<file path="config.mk">
export PLATFORM = sky130hd
export DESIGN_NAME = i3c_ram_1p_pipe
export DESIGN_NICKNAME = d
export VERILOG_FILES = /design/src/rtl/i3c_ram_1p_pipe.sv
export SDC_FILE = /design/constraint.sdc
export NUM_CORES = 2
export LEC_CHECK = 0
export ABC_AREA = 0
export CORE_MARGIN = 10
export CORE_UTILIZATION = 40
export CTS_CLUSTER_DIAMETER = 30
export CTS_CLUSTER_SIZE = 28
export DETAILED_ROUTE_END_ITERATION = 8
export MAX_ROUTING_LAYER = met4
export PLACE_DENSITY = 0.61
export SYNTH_ARGS = -nofsm -noshare
export SYNTH_HDL_FRONTEND = slang
export SYNTH_SLANG_ARGS = --single-unit
</file>
<file path="constraint.sdc">
create_clock -name clk_i -period 3.9 [get_ports clk_i]
set_clock_uncertainty 0.2 [all_clocks]
set_input_delay 0.585 -clock clk_i [delete_from_list [all_inputs] [get_ports clk_i]]
set_output_delay 0.585 -clock clk_i [all_outputs]
set_load 0.05 [all_outputs]
</file>
<file path="src/rtl/i3c_ram_1p_pipe.sv">
// Single-port SRAM model for I3C descriptor/data queues.
// - req/gnt handshake with a read-valid strobe and an out-of-range error flag.
// - Configurable read-data pipeline depth.
// - Optional zero-fill sweep after every reset, during which requests stall.

module i3c_ram_1p_pipe #(
    parameter int Width           = 32,
    parameter int Depth           = 128,
    parameter int DataBitsPerMask = 8,
    parameter int OutRegs         = 0,
    parameter int ZeroInit        = 1,
    localparam int Aw             = $clog2(Depth)
) (
    input  logic             clk_i,
    input  logic             rst_i,
    input  logic             req_i,
    output logic             gnt_o,
    input  logic             write_i,
    input  logic [Aw-1:0]    addr_i,
    input  logic [Width-1:0] wdata_i,
    input  logic [Width-1:0] wmask_i,
    output logic [Width-1:0] rdata_o,
    output logic             rvalid_o,
    output logic             rerr_o,
    output logic             init_done_o
);

    localparam int NumGroups = Width / DataBitsPerMask;
    localparam int Stages    = OutRegs + 1;

    // Depth widened by one bit so that a power-of-two Depth still compares correctly.
    localparam logic [Aw:0]   DepthW   = (Aw + 1)'(Depth);
    localparam logic [Aw-1:0] LastAddr = Aw'(Depth - 1);

    typedef enum logic [0:0] {
        ST_INIT  = 1'b0,
        ST_READY = 1'b1
    } state_e;

    state_e                 state_r;
    logic [Aw-1:0]          init_cnt_r;
    logic                   init_done_r;

    logic [Width-1:0]       mem_r [Depth];

    logic                   gnt_s;
    logic                   rd_s;
    logic                   in_range_s;
    logic                   sweep_s;
    logic                   init_last_s;
    logic [NumGroups-1:0]   mem_we_s;
    logic [Aw-1:0]          mem_addr_s;
    logic [Width-1:0]       mem_wdata_s;

    logic [Width-1:0]       data_r  [Stages];
    logic                   valid_r [Stages];
    logic                   err_r   [Stages];

    // Requests are only accepted once the array is initialised; nothing is granted under reset.
    assign gnt_s       = req_i & init_done_r & ~rst_i;
    assign rd_s        = gnt_s & ~write_i;
    assign in_range_s  = ({1'b0, addr_i} < DepthW);
    assign sweep_s     = (state_r == ST_INIT) & ~rst_i;
    assign init_last_s = (init_cnt_r == LastAddr);

    // Init/ready state machine: sweeps one address per cycle, then flags init_done.
    always_ff @(posedge clk_i or posedge rst_i) begin
        if (rst_i) begin
            state_r     <= (ZeroInit != 0) ? ST_INIT : ST_READY;
            init_cnt_r  <= '0;
            init_done_r <= (ZeroInit != 0) ? 1'b0 : 1'b1;
        end else begin
            case (state_r)
                ST_INIT: begin
                    if (init_last_s) begin
                        state_r     <= ST_READY;
                        init_done_r <= 1'b1;
                        init_cnt_r  <= '0;
                    end else begin
                        init_cnt_r  <= init_cnt_r + Aw'(1);
                    end
                end
                ST_READY: begin
                    state_r     <= ST_READY;
                    init_done_r <= 1'b1;
                end
                default: begin
                    state_r     <= (ZeroInit != 0) ? ST_INIT : ST_READY;
                    init_cnt_r  <= '0;
                    init_done_r <= (ZeroInit != 0) ? 1'b0 : 1'b1;
                end
            endcase
        end
    end

    // Array write port: the zero sweep has priority; out-of-range writes are dropped.
    always_comb begin
        mem_we_s    = '0;
        mem_addr_s  = addr_i;
        mem_wdata_s = wdata_i;
        if (sweep_s) begin
            mem_we_s    = '1;
            mem_addr_s  = init_cnt_r;
            mem_wdata_s = '0;
        end else if (gnt_s && write_i && in_range_s) begin
            for (int g = 0; g < NumGroups; g++) begin
                mem_we_s[g] = &wmask_i[g*DataBitsPerMask +: DataBitsPerMask];
            end
        end else begin
            mem_we_s = '0;
        end
    end

    // Storage array, written one mask group at a time; deliberately not reset.
    always_ff @(posedge clk_i) begin
        for (int g = 0; g < NumGroups; g++) begin
            if (mem_we_s[g]) begin
                mem_r[mem_addr_s][g*DataBitsPerMask +: DataBitsPerMask] <=
                    mem_wdata_s[g*DataBitsPerMask +: DataBitsPerMask];
            end
        end
    end

    // Read pipeline: stage 0 captures the array, later stages move only when carrying valid data.
    always_ff @(posedge clk_i or posedge rst_i) begin
        if (rst_i) begin
            for (int k = 0; k < Stages; k++) begin
                data_r[k]  <= '0;
                valid_r[k] <= 1'b0;
                err_r[k]   <= 1'b0;
            end
        end else begin
            valid_r[0] <= rd_s;
            err_r[0]   <= rd_s & ~in_range_s;
            if (rd_s) begin
                data_r[0] <= in_range_s ? mem_r[addr_i] : '0;
            end
            for (int k = 1; k < Stages; k++) begin
                valid_r[k] <= valid_r[k-1];
                err_r[k]   <= valid_r[k-1] & err_r[k-1];
                if (valid_r[k-1]) begin
                    data_r[k] <= data_r[k-1];
                end
            end
        end
    end

    assign gnt_o       = gnt_s;
    assign rdata_o     = data_r[Stages-1];
    assign rvalid_o    = valid_r[Stages-1];
    assign rerr_o      = err_r[Stages-1];
    assign init_done_o = init_done_r;

    i3c_ram_1p_pipe_chk #(
        .Width           (Width),
        .Depth           (Depth),
        .DataBitsPerMask (DataBitsPerMask),
        .OutRegs         (OutRegs),
        .Aw              (Aw)
    ) u_chk (
        .clk   (clk_i),
        .rst   (rst_i),
        .req   (req_i),
        .gnt   (gnt_s),
        .write (write_i),
        .addr  (addr_i),
        .wmask (wmask_i)
    );

endmodule

// Protocol and configuration checks for i3c_ram_1p_pipe.
module i3c_ram_1p_pipe_chk #(
    parameter int Width           = 32,
    parameter int Depth           = 128,
    parameter int DataBitsPerMask = 8,
    parameter int OutRegs         = 0,
    parameter int Aw              = 7
) (
    input logic             clk,
    input logic             rst,
    input logic             req,
    input logic             gnt,
    input logic             write,
    input logic [Aw-1:0]    addr,
    input logic [Width-1:0] wmask
);

    localparam int NumGroups = Width / DataBitsPerMask;

    if (OutRegs < 0 || OutRegs > 2) begin : g_bad_outregs
        $error("i3c_ram_1p_pipe: OutRegs must be in 0..2");
    end

    if ((Width % DataBitsPerMask) != 0) begin : g_bad_mask_groups
        $error("i3c_ram_1p_pipe: Width must be a multiple of DataBitsPerMask");
    end

    if (Depth < 2) begin : g_bad_depth
        $error("i3c_ram_1p_pipe: Depth must be at least 2");
    end

    // Every mask group must be all ones or all zeros.
    function automatic logic mask_uniform(input logic [Width-1:0] m);
        logic ok;
        ok = 1'b1;
        for (int g = 0; g < NumGroups; g++) begin
            if ((|m[g*DataBitsPerMask +: DataBitsPerMask]) &&
                !(&m[g*DataBitsPerMask +: DataBitsPerMask])) begin
                ok = 1'b0;
            end
        end
        return ok;
    endfunction

    a_mask_uniform: assert property (@(posedge clk) disable iff (rst)
        (gnt && write) |-> mask_uniform(wmask));

    a_hold_while_stalled: assert property (@(posedge clk) disable iff (rst)
        (req && !gnt) |=> ($stable(addr) && $stable(write)));

endmodule

</file>
==> results.json <==
{
  "outcome": "complete, no violations",
  "drt_iter0_drc": 11131,
  "wl_mm": 472,
  "place_inst": 14647,
  "grt_overflow_total": 0,
  "crit_slowest_cell": "clkdlybuf4s50_1",
  "grt_max_degree": 101,
  "synth-seq-area-share_pct": 76.2,
  "async_reset_ff_share_pct": 1.01,
  "pwr-share-comb_pct": 4.4,
  "rsz0062_at_grt": "no",
  "fmax_ghz": 0.280,
  "crit_type": "flop to output pin",
  "ys_ff_latch": 4138,
  "finalMaxSlewViolations": 0,
  "path_delay_family": "buffers and inverters",
  "dieHeight_um": 658,
  "cp.arrival_ns": 2.79,
  "worst_ep_required_time_ns": 3.12,
  "layout-drive-gt1-share_pct": 30.0,
  "endpoint_kind": "output pin",
  "fin_area_sq_um": 204000,
  "cts.sinks": 4138,
  "grt_antenna_before_repair": 18,
  "synth_cells": 8539,
  "layoutNonFillerInstCount": 16002,
  "switching_share_pct": 22.4,
  "synth_edf_count": 4096,
  "first_pass_iters": 6,
  "core_sq_um": 406000,
  "ir_drop_mv": 0.616,
  "place_area_sq_um": 178000,
  "htreeDepth": 6,
  "p_leak_nw": 69.7,
  "boundaryPins": 111,
  "io_buffers": 109,
  "clkPwrFrac_pct": 54.2,
  "area_delta_synth_final_pct": 25.1,
  "nets": 10021,
  "yosysWarnings": 0,
  "pwr-share-seq_pct": 41.4,
  "viasPerCell": 5.66,
  "hpwl_mm": 303,
  "cp_max_fo": 2,
  "final_common_cell": "edfxtp_1",
  "fin_crit_sh_pct": 91.7,
  "max_stage_delay_ns": 0.95,
  "die_x_um": 658,
  "cts_tree": "built",
  "fin_crit_ns": 3.58,
  "switching_power_mw": 26.5,
  "maxCapViolCount": 0,
  "slew_headroom_pct": 17.9,
  "grt_pass1_vias": 91423,
  "path_buf_inv": 1,
  "dominantRegCellSynth": "edfxtp_1",
  "place.gp.congestion": 0.877,
  "vias": 90644,
  "cts.path.max_buffers": 4,
  "core.rowCount": 234,
  "cts_made_buffers": 722,
  "wire_per_inst_um": 29.5,
  "hold_path.class": "input pin to flop",
  "clk_pin_slew_ns": 0.05,
  "post_cts_resize_count": 0,
  "initial_core_util_pct": 40.1,
  "drc_errors": 0,
  "synthDistinctLibCells": 65,
  "track_usage_pct": 21.8,
  "drt.antenna.violating_nets": 0,
  "clkLatencyLatePin_ns": 1.07,
  "die_area_sq_um": 433000,
  "syn_nets": 8615,
  "power_density_nw_per_um2": 581,
  "finalSetupTns_ns": 0,
  "tightestPinTransition_ns": 1.23,
  "avgSynthCellArea_sq_um": 19.1,
  "worst_hold_slack_ns": 0.0788,
  "power.internal_mw": 91.9,
  "final_cell_mix": "4,096 x edfxtp_1, 933 x buf_4, 815 x nor2_1, 792 x mux2i_1, 728 x clkbuf_16",
  "finalHoldViolCount": 0,
  "start_kind": "flop",
  "root_buffer": "clkbuf_16",
  "num-fill-cells": 32503,
  "syn_area_sq_um": 163000,
  "worstPathCellList": "clkdlybuf4s50_1",
  "finalSetupViolations": 0,
  "grt_pass1_wl_mm": 671
}
## layout make-up
class | count | area (sq um) | area share (%)
Tap cell | 5428 | 6790 | 3.33
Multi-Input combinational cell | 3841 | 35600 | 17.5
Timing Repair Buffer | 1231 | 11900 | 5.86
Clock buffer | 790 | 18500 | 9.07
Inverter | 11 | 48.8 | 0.0240
Antenna cell | 8 | 20.0 | 0.00983
Clock inverter | 555 | 6810 | 3.35
Sequential cell | 4138 | 124000 | 60.9
## metal layers
layer  global-route usage (%)  vias to the layer above  part of all wire, %  wire, um
li1                         -                    37818                    -         -
met1                     29.1                    47350                   40    190000
met2                     33.4                     4697                   47    222000
met3                     4.13                      779                  9.0     42700
met4                     7.94                        0                  3.8     18200
met5                        -                        -                    0         0
## sequential cells by signal, summed over array words and instances, names as in the netlist
register	count
rvalid_o	1
init_done_o	1
mem_r	4096
state_r	1
rdata_o	32
init_cnt_r	7
## worst register-to-register path, cell delays in order, from the launching register on
cell	delay (ns)
dfrtp_1	0.43
nand2_1	0.24
or3_2	0.49
clkinv_1	0.09
buf_12	0.13
nand2b_2	0.17
buf_12	0.23
nor3_1	0.48
o2111ai_1	0.42
nand3_1	0.19
## metrics by stage
stage / total power, mW / setup WS, ns / util [%]
after floorplan: 52.7 / 0.0789 / -
after global placement: 54.9 / 0.0994 / 44.0
after detailed placement: 55.0 / 0.150 / 44.0
after CTS: 119 / 0.318 / 50.2
after global routing: 122 / 0.389 / 50.2
final: 118 / 0.324 / 50.2
## what timing repair did
item                                    4_1_cts  5_1_grt
endpoints found under the setup margin        0        0
hold buffers                                  2        0
buffers inserted                              0        0
hold endpoints to repair                      2        0
## power by group through the flow
stage                     sequential [mW]  clock [mW]  combinational [mW]
after global routing                 49.0        67.1                5.37
after global placement               49.9           0                5.05
after CTS                            49.0        64.9                5.15
after floorplan                      50.0           0                2.76
final                                49.0        64.2                5.18
after detailed placement             49.9           0                5.13
## synth_stat cells, types with 4 or more instances
library cell | count | area (sq um)
edfxtp_1 | 4096 | 123000
nor2_1 | 819 | 3070
mux2i_1 | 792 | 7930
mux4_2 | 546 | 12300
o22ai_1 | 303 | 1900
clkbuf_1 | 221 | 830
mux2_2 | 208 | 2340
nand2_1 | 183 | 687
nor3_1 | 116 | 581
buf_2 | 109 | 546
a21oi_1 | 106 | 531
a22oi_1 | 106 | 796
and2_1 | 94 | 588
o221ai_1 | 89 | 780
a211oi_1 | 75 | 563
buf_4 | 75 | 563
buf_6 | 73 | 822
o21ai_0 | 70 | 350
dfrtp_1 | 42 | 1050
nor4_1 | 39 | 244
o2111ai_1 | 38 | 333
nand3_1 | 37 | 185
buf_1 | 35 | 131
o41ai_1 | 32 | 280
o31ai_1 | 31 | 233
o32a_1 | 25 | 250
or4_1 | 25 | 188
mux2_1 | 20 | 225
mux4_1 | 16 | 420
buf_8 | 15 | 225
buf_12 | 12 | 240
nand2b_1 | 10 | 62.6
inv_1 | 9 | 33.8
nand4_1 | 8 | 50.1
nand3b_1 | 7 | 52.6
dlygate4sd1_1 | 6 | 52.6
o211ai_1 | 6 | 45.0
or3_1 | 5 | 31.3
xnor2_1 | 4 | 35.0
## logic make-up (layout without fill, tap and decap cells)
kind of cell / Yosys count / count (layout) / share of synthesized area (%)
buf+inv: 560 / 2587 / 2.14
xor+xnor: 5 / 5 / 0.0269
other cells: 1 / 9 / 0.00230
compound gates: 896 / 896 / 3.83
flops: 4138 / 4138 / 76.2
mux: 1582 / 1582 / 14.3
fa+ha+maj: 1 / 1 / 0.00768
simple gates: 1356 / 1356 / 3.58
## path summary, 6_finish.rpt
path / start / end / slack (ns) / cells after the start
max: rdata_o[14]$_DFFE_PP0P_ / rdata_o[14] / 0.32 / 1
max reg2reg: init_done_o$_DFFE_PP0P_ / rdata_o[11]$_DFFE_PP0P_ / 0.76 / 9
min: wdata_i[16] / mem_r[90][16]$_DFFE_PP_ / 0.08 / 2
max in group asynchronous: rst_i / init_cnt_r[4]$_DFFE_PP0N_ / 2.58 / 4
min reg2reg: rdata_o[8]$_DFFE_PP0P_ / rdata_o[8]$_DFFE_PP0P_ / 0.31 / 2
min in group asynchronous: rst_i / init_cnt_r[6]$_DFFE_PP0N_ / 0.10 / 3
Power figures use the tool's default switching activity.
